File: config.mk
export PLATFORM = sky130hd
export DESIGN_NAME = clk_div_multi
export DESIGN_NICKNAME = d
export VERILOG_FILES = /design/src/rtl/clk_div_multi.sv
export SDC_FILE = /design/constraint.sdc
export NUM_CORES = 1
export LEC_CHECK = 0
export ABC_AREA = 1
export CELL_PAD_IN_SITES_DETAIL_PLACEMENT = 1
export CELL_PAD_IN_SITES_GLOBAL_PLACEMENT = 1
export CORE_ASPECT_RATIO = 0.8
export CORE_UTILIZATION = 40
export DETAILED_ROUTE_END_ITERATION = 12
export PLACE_DENSITY = 0.81
export RECOVER_POWER = 100
export SLEW_MARGIN = 5
export SYNTH_ARGS = -nofsm -noshare
export SYNTH_HDL_FRONTEND = slang
export SYNTH_SLANG_ARGS = --single-unit
File: constraint.sdc
create_clock -name CLK -period 3.4 [get_ports CLK]
set_clock_uncertainty 0.05 [all_clocks]
set_input_delay 0.51 -clock CLK [delete_from_list [all_inputs] [get_ports CLK]]
set_output_delay 0.51 -clock CLK [all_outputs]
set_load 0.01 [all_outputs]
File: src/rtl/clk_div_multi.sv
// Multi-channel clock divider and tick generator.
// Each channel produces a 50% duty divided clock with a half-period of
// div_act cycles, plus a one-cycle tick in every cycle its clock rises.
// Divisors are written through a shadow register and applied at the next
// half-period boundary, so a running channel never produces a short pulse.
module clk_div_multi #(
    parameter int          NCH      = 3,
    parameter int          CW       = 32,
    parameter int          CHW      = 2,
    parameter int unsigned DIV_INIT = 50000000
) (
    input  logic            CLK,
    input  logic            rst,
    input  logic            en,
    input  logic            wr_en,
    input  logic [CHW-1:0]  wr_ch,
    input  logic [CW-1:0]   wr_div,
    output logic            wr_err,
    output logic [NCH-1:0]  pending,
    output logic [NCH-1:0]  clk_out,
    output logic [NCH-1:0]  tick
);

    logic [NCH-1:0][CW-1:0] cnt_q,     cnt_d;
    logic [NCH-1:0][CW-1:0] div_act_q, div_act_d;
    logic [NCH-1:0][CW-1:0] div_shd_q, div_shd_d;
    logic [NCH-1:0]         pending_q, pending_d;
    logic [NCH-1:0]         clk_q,     clk_d;
    logic [NCH-1:0]         tick_q,    tick_d;
    logic                   wr_err_q,  wr_err_d;
    logic                   wrValid;

    // A write is only honoured when it addresses an existing channel.
    always_comb begin
        wrValid  = wr_en && (int'(wr_ch) < NCH);
        wr_err_d = wr_en && !wrValid;
    end

    // Per-channel next state: counting, boundary handling, divisor updates.
    always_comb begin
        cnt_d     = cnt_q;
        div_act_d = div_act_q;
        div_shd_d = div_shd_q;
        pending_d = pending_q;
        clk_d     = clk_q;
        tick_d    = '0;
        for (int i = 0; i < NCH; i++) begin
            if (div_act_q[i] == '0) begin
                // A stopped channel sits low and loads a new divisor directly.
                cnt_d[i] = '0;
                clk_d[i] = 1'b0;
                if (wrValid && (wr_ch == CHW'(i))) begin
                    div_act_d[i] = wr_div;
                end
            end else begin
                if (en) begin
                    if (cnt_q[i] >= div_act_q[i] - CW'(1)) begin
                        cnt_d[i] = '0;
                        if (pending_q[i]) begin
                            div_act_d[i] = div_shd_q[i];
                            pending_d[i] = 1'b0;
                            if (div_shd_q[i] != '0) begin
                                clk_d[i]  = ~clk_q[i];
                                tick_d[i] = ~clk_q[i];
                            end else begin
                                clk_d[i] = 1'b0;
                            end
                        end else begin
                            clk_d[i]  = ~clk_q[i];
                            tick_d[i] = ~clk_q[i];
                        end
                    end else begin
                        cnt_d[i] = cnt_q[i] + CW'(1);
                    end
                end
                // The shadow write comes after the boundary so a coinciding
                // boundary still uses the previous shadow value.
                if (wrValid && (wr_ch == CHW'(i))) begin
                    div_shd_d[i] = wr_div;
                    pending_d[i] = 1'b1;
                end
            end
        end
    end

    // State registers with synchronous active-low reset to the initial divisor.
    always_ff @(posedge CLK) begin
        if (!rst) begin
            for (int i = 0; i < NCH; i++) begin
                cnt_q[i]     <= '0;
                div_act_q[i] <= CW'(DIV_INIT);
                div_shd_q[i] <= CW'(DIV_INIT);
            end
            pending_q <= '0;
            clk_q     <= '0;
            tick_q    <= '0;
            wr_err_q  <= 1'b0;
        end else begin
            cnt_q     <= cnt_d;
            div_act_q <= div_act_d;
            div_shd_q <= div_shd_d;
            pending_q <= pending_d;
            clk_q     <= clk_d;
            tick_q    <= tick_d;
            wr_err_q  <= wr_err_d;
        end
    end

    assign wr_err  = wr_err_q;
    assign pending = pending_q;
    assign clk_out = clk_q;
    assign tick    = tick_q;

endmodule

==> key figures <==
Status
  – Status: complete, but fails checks
  – Failing checks: negative setup slack

Global routing
  – Number of global-route vias before repair: 18350
  – Largest net degree at the start of global routing: 193
  – First-pass GRT wire length: 96390 um
  – Total congestion overflow: 0
  – Initial antenna violation count: 1
  – Total GRT Usage: 26.44%

Synthesis
  – Post-synth EDFFs: 0
  – Area fraction of the dominant cell type after synthesis: roughly 33%
  – Post-Syn Area: around 18000 sq um
  – Top_reg_cell synth: dfxtp_1
  – Synth Register Bits: around 300
  – Sequential-to-total area share from yosys stat: 33.50%
  – Yosys top cell by area: dfxtp_1
  – Area contributors post-synth: dfxtp_1 33%, nand2_1 11%, ha_1 7.2%, nor2_1 6.8%, inv_1 5.7%
  – Distinct cells, synth: between 40 and 50
  – Post-synth top cells: 535 x nand2_1, 325 x nor2_1, 298 x dfxtp_1, 271 x inv_1, 197 x nand3_1
  – Ys async rst share: 0%
  – Mapped Nets: around 2700
  – Avg Inst Size Synth: about 7 sq um
  – Count leader, synth: nand2_1
  – Syn Inst Count: approximately 2600
  – Ys Warns: 0

CTS
  – CTS Buf Count: 35
  – Worst-Skew Late Latency: 540 ps
  – H-tree Lvls: 2
  – Worst-case clock buffer depth: 3
  – CTS tree: built
  – Reg clk slew, reported paths: approximately 60 ps
  – Clock Sinks: about 300
  – Clk root buf: clkbuf_16

Critical path
  – Worst endpoint required time: between 3000 and 4000 ps
  – Crit-path max cell delay: 330 ps
  – Crit path capture type: flop
  – CP top delay family: simple AND/OR/NAND/NOR gates
  – CP max stage cell: dfxtp_2
  – Crit path max fanout: 6
  – Setup CP Type: reg2reg
  – Critical path startpoint category: flop
  – Worst path bufs/invs: 6
  – Data arrival, critical path: roughly 4000 ps

Drt
  – DR vias: about 19000
  – Drt wl/cell: between 20 and 25 um
  – ANT nets after route: 0
  – DRC: 0
  – DRT Wirelength: 68860 um
  – Drt initial violations: roughly 1300
  – Via density: between 5 and 6
  – First-pass detailed-route iteration total: 5

Cells and area
  – Area grow syn2layout: 27.09%
  – # diodes: 0
  – Layout cells sized above 1: approximately 18%
  – Final #Nets: 2862
  – Non-filler instance count after layout: roughly 3300

Min path
  – Hold Path Class: reg2reg

Timing
  – Slew headroom: 36.20%
  – Fin crit share: 106.0%
  – Slew Viols, Final: 0
  – Setup TNS: -13380 ps
  – Final worst path period need: 3605 ps
  – Endpoints failing setup: around 130
  – Fmax: about 280 MHz
  – Setup ws final: -205.3 ps
  – Worst slew pin tran: between 900 and 1000 ps
  – Final hold vios: 0
  – RSZ-0062 raised after global routing: true

Power and ir drop
  – Power per standard cell area: 373.1 nW/um^2
  – Peak supply drop: about 0.37 mV
  – LEAKAGE: ~10 nW

Die
  – Top Ports: 48
  – Die Height: roughly 190 um
  – Cell row count: between 60 and 70
  – Initial Util: between 40% and 50%
  – Die Width: 237.9 um
  – Die Area: approximately 45000 sq um
  – Placeable Area: around 44000 sq um

Place
  – Detailed Place HPWL: around 44000 um
  – Placed insts: between 3000 and 4000
  – Port-buffer cells: between 40 and 50
  – Routability cong.: between 0.8 and 0.9

Job
  – Max cap viols: 0
[registers in the layout, indices dropped and copies added, names as in the netlist]
register and count:
pending 3, wr_err 1, tick 3, div_act_q 96, cnt_q 96, clk_out 3, div_shd_q 96
[power by group]
| part | total (mW) | switching (mW) | internal (mW) |
|---|---|---|---|
| Clock | 4.34 | 1.67 | 2.68 |
| Sequential | 3.61 | 0.0492 | 3.56 |
| Combinational | 0.493 | 0.333 | 0.159 |
[cells in the final DEF (no fill, tap or decap), types with 8 or more instances in the layout]
master and n:
nand2_1 491, o211ai_1 36, nand2_8 9, nand2_4 15, o21ai_0 152, nor4_1 18
nand2_2 38, buf_6 10, clkbuf_16 53, xnor2_1 28, inv_2 14, a21oi_2 21
xor2_1 102, buf_12 15, a21oi_1 156, nor3_1 47, nand3b_1 10, nor3b_1 8
nor2_2 45, nor2_4 39, nand3_2 36, inv_1 264, clkbuf_8 11, nor2_1 268
buf_4 107, nand3_1 160, dfxtp_1 288, dlygate4sd3_1 11, ha_1 97, dfxtp_2 9
nor3_2 12, nand4_1 42, clkdlybuf4s50_1 35
[worst reg2reg max path, cell delays in order (launching register included)]
cell and delay, ps:
dfxtp_2 330, inv_2 80, ha_4 160, nand2_4 60, nor2_4 140, nand2_2 60
inv_2 80, nand3_4 80, nor2_4 170, buf_4 140, buf_4 110, nand2_1 90
nor2_2 140, xor2_1 160, inv_1 90, ha_4 270, nand2_2 70, nor2_4 110
nand4_1 140, nor2_2 140, nand2_2 100, nand2_4 140, nand2_8 130, clkbuf_16 190
nand3_1 70, nand2_1 80, nor2_1 140
[cell type report]
cell class	count	area (sq um)
Multi-Input combinational cell	1909	11450
Clock inverter	9	197.7
Sequential cell	298	5981
Inverter	279	1047
Tap cell	595	744.5
Timing Repair Buffer	199	2121
Fill cell	5436	20930
Clock buffer	53	1096
[cells by family after synthesis]
group,share of synthesized area [%]
buffers and inverters,8.852
AOI/OAI and AO/OA,12.05
adders and majority gates,7.166
and+or+nand+nor,31.85
xor gates and xnor gates,6.590
DFF,33.50
[final timing paths]
kind                   end          start  slack [ps]  cells after the start
min          div_shd_q[66]  div_shd_q[66]         430                      2
max reg2reg  div_act_q[48]  div_act_q[32]        -210                     26
min reg2reg  div_shd_q[66]  div_shd_q[66]         430                      2
max          div_act_q[48]  div_act_q[32]        -210                     26
[through the flow]
stage               utilization, %  hold WS (ps)  cell area [sq um]  worst slack [ps]  total power [mW]
floorplan                        -         394.0              17810             217.8             3.905
global placement             44.46         406.9              19370            -198.0             4.096
detailed placement           44.46         418.7              19370            -307.3             4.116
CTS                          48.10         433.9              20960            -19.73             8.387
global route                 51.96         463.1              22630            -393.5             8.654
finish                       51.96         432.1              22630            -205.3             8.444
[per-layer routing]
layer / share of wire, % / vias to the layer above / track usage, %
li1: - / 8740 / -
met1: 43 / 9161 / 34.32
met2: 49 / 475 / 45.57
met3: 5.2 / 145 / 3.633
met4: 3.3 / 0 / 7.519
met5: 0 / - / 0
[timing repair]
action,4_1_cts,5_1_grt
setup endpoints to repair,194,199
cloned,0,25
pin swaps,22,100
hold buffers,0,0
gates resized for setup,65,252
buffers inserted,8,23
Note: power is estimated with default switching activity, not from simulation.
